<file path="src/rtl/mux_rr_arb_pkg.sv">
// mux_pkg: shared mode encodings and the round-robin pick used by mux_rr_arb.
package mux_pkg;

    localparam logic MODE_RR  = 1'b0;
    localparam logic MODE_SEL = 1'b1;
    localparam int   MAX_CH   = 16;

    // First set bit of req searching ptr, ptr+1, ... with wrap at n; one-hot result.
    function automatic logic [MAX_CH-1:0] rr_pick(input logic [MAX_CH-1:0] req, input int ptr, input int n);
        logic [MAX_CH-1:0] g;
        int idx;
        g = '0;
        for (int k = MAX_CH - 1; k >= 0; k--) begin
            if (k < n) begin
                idx = ptr + k;
                if (idx >= n) idx = idx - n;
                if (req[idx]) g = MAX_CH'(1) << idx;
            end
        end
        return g;
    endfunction

endpackage

</file>
<file path="src/rtl/mux_rr_arb_arbiter.sv">
// rr_arbiter: combinational round-robin grant from req and the rotating pointer.
module rr_arbiter
    import mux_pkg::*;
#(
    parameter  int N_CH  = 4,
    localparam int SEL_W = $clog2(N_CH)
) (
    input  logic [N_CH-1:0]  req_i,
    input  logic [SEL_W-1:0] ptr_i,
    output logic [N_CH-1:0]  grant_o
);

    assign grant_o = N_CH'(rr_pick(MAX_CH'(req_i), int'(ptr_i), N_CH));

endmodule

</file>
<file path="src/rtl/mux_rr_arb.sv">
// mux_rr_arb: N-channel registered mux with round-robin or explicit select and valid/ready on all sides.
// Define MUX_RR_ARB_LOCK_EN to add in_last and hold the grant on one channel until a packet's last beat.
module mux_rr_arb
    import mux_pkg::*;
#(
    parameter  int N_CH   = 4,
    parameter  int DATA_W = 8,
    localparam int SEL_W  = $clog2(N_CH)
) (
    input  logic                   clk,
    input  logic                   rst_n,
    input  logic [N_CH*DATA_W-1:0] in_data,
    input  logic [N_CH-1:0]        in_valid,
`ifdef MUX_RR_ARB_LOCK_EN
    input  logic [N_CH-1:0]        in_last,
`endif
    output logic [N_CH-1:0]        in_ready,
    input  logic                   mode,
    input  logic [SEL_W-1:0]       sel,
    output logic [DATA_W-1:0]      out_data,
    output logic [SEL_W-1:0]       out_sel,
    output logic                   out_valid,
    input  logic                   out_ready
);

    logic [DATA_W-1:0] out_data_q, out_data_d, gdata;
    logic [SEL_W-1:0]  out_sel_q, out_sel_d, ptr_q, ptr_d, gidx, nxt;
    logic              out_valid_q, out_valid_d, load, xfer, advance;
    logic [N_CH-1:0]   rr_grant, sel_grant, grant;

    rr_arbiter #(.N_CH(N_CH)) u_rr (
        .req_i   (in_valid),
        .ptr_i   (ptr_q),
        .grant_o (rr_grant)
    );

    assign load      = ~out_valid_q | out_ready;
    // An out-of-range sel shifts the bit off the top and yields no grant.
    assign sel_grant = in_valid & (N_CH'(1) << sel);

`ifdef MUX_RR_ARB_LOCK_EN
    logic             locked_q, locked_d, glast;
    logic [SEL_W-1:0] lock_ch_q, lock_ch_d;
    assign grant   = locked_q ? (in_valid & (N_CH'(1) << lock_ch_q))
                              : ((mode == MODE_SEL) ? sel_grant : rr_grant);
    assign advance = xfer & (mode == MODE_RR) & glast;
`else
    assign grant   = (mode == MODE_SEL) ? sel_grant : rr_grant;
    assign advance = xfer & (mode == MODE_RR);
`endif

    assign in_ready = load ? grant : '0;
    assign xfer     = load & (|grant);
    assign nxt      = (gidx == SEL_W'(N_CH - 1)) ? '0 : gidx + 1'b1;

    always_comb begin
        gidx  = '0;
        gdata = '0;
`ifdef MUX_RR_ARB_LOCK_EN
        glast = 1'b0;
`endif
        for (int i = 0; i < N_CH; i++) begin
            if (grant[i]) begin
                gidx  = SEL_W'(i);
                gdata = in_data[i*DATA_W +: DATA_W];
`ifdef MUX_RR_ARB_LOCK_EN
                glast = in_last[i];
`endif
            end
        end
    end

    always_comb begin
        out_valid_d = load ? xfer : out_valid_q;
        out_data_d  = xfer ? gdata : out_data_q;
        out_sel_d   = xfer ? gidx : out_sel_q;
        ptr_d       = advance ? nxt : ptr_q;
`ifdef MUX_RR_ARB_LOCK_EN
        locked_d    = xfer ? ~glast : locked_q;
        lock_ch_d   = xfer ? gidx : lock_ch_q;
`endif
    end

    always_ff @(posedge clk or negedge rst_n) begin
        if (!rst_n) begin
            out_valid_q <= 1'b0;
            out_data_q  <= '0;
            out_sel_q   <= '0;
            ptr_q       <= '0;
`ifdef MUX_RR_ARB_LOCK_EN
            locked_q    <= 1'b0;
            lock_ch_q   <= '0;
`endif
        end else begin
            out_valid_q <= out_valid_d;
            out_data_q  <= out_data_d;
            out_sel_q   <= out_sel_d;
            ptr_q       <= ptr_d;
`ifdef MUX_RR_ARB_LOCK_EN
            locked_q    <= locked_d;
            lock_ch_q   <= lock_ch_d;
`endif
        end
    end

    assign out_data  = out_data_q;
    assign out_sel   = out_sel_q;
    assign out_valid = out_valid_q;

endmodule

</file>
<file path="config.mk">
export PLATFORM = sky130hd
export DESIGN_NAME = mux_rr_arb
export DESIGN_NICKNAME = d
export VERILOG_FILES = /design/src/rtl/mux_rr_arb_pkg.sv /design/src/rtl/mux_rr_arb_arbiter.sv /design/src/rtl/mux_rr_arb.sv
export SDC_FILE = /design/constraint.sdc
export NUM_CORES = 1
export LEC_CHECK = 0
export BUFFER_PORTS_ARGS = -buffer_cell sky130_fd_sc_hd__buf_2
export CAP_MARGIN = 20
export CORE_MARGIN = 4
export CORE_UTILIZATION = 38
export CTS_CLUSTER_DIAMETER = 200
export DETAILED_ROUTE_END_ITERATION = 16
export GPL_ROUTABILITY_DRIVEN = 0
export PLACE_DENSITY_LB_ADDON = 0.2
export SYNTH_ARGS = -nofsm -noshare
export SYNTH_HDL_FRONTEND = slang
export SYNTH_SLANG_ARGS = --single-unit
</file>
<file path="constraint.sdc">
create_clock -name clk -period 3.25 [get_ports clk]
set_clock_uncertainty 0.1 [all_clocks]
set_input_delay 0.4875 -clock clk [delete_from_list [all_inputs] [get_ports clk]]
set_output_delay 0.4875 -clock clk [all_outputs]
set_load 0.1 [all_outputs]
</file>
==> flow_summary.toml <==
[clock_network]
numCtsBuffers = 3
post-cts-setup-buffers = 0
clockBufferDepth = 2
clk_pin_slew_ps = 80
cts-root-buf = "clkbuf_4"
cts.htree.levels = 1
cts_tree = "done"
clk_latency_ps = 290
cts.sinks = 13

[synthesis]
synth_cells = 139
synth-seq-cells = 13
syn-cell-area_um2 = 1284
yosysUniqueCellTypes = 45
synth_edf_count = 0
ys_seq_area_share_pct = 25.34
synthArstFlopShare_pct = 100.0
postSynthAreaPerCell_um2 = 9.235
syn_nets = 189
synth_ff_type = "dfrtp_1"
ys_warn_count = 0

[final_layout]
area_delta_synth_final_pct = 36.26
utilization_pct = 55.48
fillCellCount = 309
antennaDiodeCount = 0
drive_gt1_share_pct = 44.06
layout.nets = 253

[sta]
finalSetupViolCount = 0
maxSlewViolCount = 0
finalSetupTns_ps = 0
tightest_slew_ps = 526.4
min_period_ps = 3164
max_freq_mhz = 316.1
final_hold_viol_count = 0
whs_ps = 394.7
maxSlewHeadroom_pct = 64.54
rsz0062_at_grt = "true"
fin_ws_ps = 86.13
period_share_pct = 97.35

[global_route]
grt_max_degree = 20
grt_use_total_pct = 18.07
grt_antenna_before_repair = 0
grt_pass1_vias = 1331
grt_pass1_wl_um = 6237
overflow = 0

[floorplanning]
io_pins = 57
die_x_um = 66.12
start_util_pct = 40.71
die-area_um2 = 4372
die_h_um = 66.12
row_count = 20
core_area_um2 = 3153

[drt]
wirelength_um = 3802
viasPerCell = 5.593
firstDrtPassIters = 4
vias = 1376
drc = 0
antenna_left = 0
wl_per_cell_um = 15.46
first_iter_violations = 93

[placed_design]
portBuffers = 56
pre_cts_slack_ps = 206.9
post-dp-hpwl_um = 2980

[setup_path]
crit_type = "reg2out"
startpoint = "ptr_q[0]$_DFFE_PN0P_"
cp_data_required_time_ps = 2660
arrival_ps = 2580
startpoint_type = "flop"
end_kind = "output pin"
path_max_fanout = 10
r2r_start = "ptr_q[0]$_DFFE_PN0P_"

[hold_path]
hp-class = "reg2reg"
hold_path_startpoint = "out_sel[1]$_DFFE_PN0P_"

[status]
status = "completed"

[flow_run]
cap_violations = 0
## cell usage after synthesis (2+ instances only)
master | number | area share (%)
a21oi_1 | 2 | 0.78
o2bb2ai_1 | 8 | 5.5
dfrtp_1 | 13 | 25
nand2b_1 | 2 | 0.97
a22oi_1 | 2 | 1.2
mux4_2 | 3 | 5.3
nor2_1 | 8 | 2.3
nand2_1 | 4 | 1.2
clkbuf_1 | 2 | 0.59
nand4_1 | 3 | 1.5
mux2_2 | 3 | 2.6
a31oi_1 | 3 | 1.5
inv_1 | 15 | 4.4
ha_1 | 8 | 7.8
o211ai_1 | 9 | 5.3
o21ai_0 | 13 | 5.1
nor2b_1 | 3 | 1.5
nand3_1 | 2 | 0.78
buf_2 | 2 | 0.78
a221oi_1 | 9 | 6.1
## placed cells by master (no fill, tap or decap), types with 4 or more instances in the layout
cell and instances:
inv_1 15, nor2_2 6, clkbuf_4 5, buf_4 7, buf_2 52, o211ai_1 9
a221oi_1 9, o21ai_0 13, ha_1 8, o2bb2ai_1 8, nand2_1 4, dfrtp_1 13
## metal layers
| layer | part of all wire (%) | wire length, um | track usage [%] | vias to the layer above |
|---|---|---|---|---|
| li1 | - | - | - | 671 |
| met1 | 45 | 1712 | 25.21 | 655 |
| met2 | 49 | 1848 | 28.13 | 46 |
| met3 | 5.7 | 218 | 4.592 | 4 |
| met4 | 0.58 | 22 | 3.553 | 0 |
| met5 | 0 | 0 | 0 | - |
## final timing paths
check | endpoint | slack, ps | cells past startpoint
setup / recovery | in_ready[2] | 90 | 7
hold / removal | out_sel[1]$_DFFE_PN0P_ | 390 | 1
setup reg to reg | out_data[2]$_DFFE_PN0P_ | 270 | 10
hold reg to reg | out_sel[1]$_DFFE_PN0P_ | 390 | 1
max in group asynchronous | out_data[1]$_DFFE_PN0P_ | 2300 | 2
min in group asynchronous | ptr_q[0]$_DFFE_PN0P_ | 510 | 2
## per-stage QoR
stage                     instance area (um^2)  instances
after floorplan                           1294        139
after global placement                    1668        241
after detailed placement                  1668        241
after CTS                                 1713        246
after global routing                      1749        246
final                                     1749        246
## critical path, cell delays in order, from the launching register on
cell      delay, ps
dfrtp_1         360
buf_4           200
mux4_2          570
o21ai_2         170
o21ai_0         290
o31ai_4         310
nor2_2           80
clkbuf_4        300
## cells by family after synthesis
family | Yosys count | synth area share [%]
compound gates | 59 | 36.65
simple gates | 32 | 14.91
buf+inv | 20 | 6.628
flops | 13 | 25.34
fa+ha+maj | 8 | 7.798
mux | 7 | 8.674
## state kept, by name, indices dropped and copies added, names as in the netlist
name and flops:
out_valid 1, ptr_q 2, out_sel 2, out_data 8
## layout make-up
cell class | instances | area [um^2] | share of cell area (%)
Multi-Input combinational cell | 106 | 913.4 | 52.22
Timing Repair Buffer | 64 | 372.9 | 21.32
Sequential cell | 13 | 325.3 | 18.60
Inverter | 15 | 56.30 | 3.219
Tap cell | 44 | 55.05 | 3.147
Clock buffer | 4 | 26.28 | 1.502
## what timing repair did
action | in CTS | in global routing
endpoints found under the setup margin | 1 | 3
hold buffers | 1 | 0
endpoints found under the hold margin | 13 | 0
gates resized for setup | 2 | 8
Power is not shown: default switching activity piles up to over one toggle a cycle in this logic, so the estimate is an artifact.
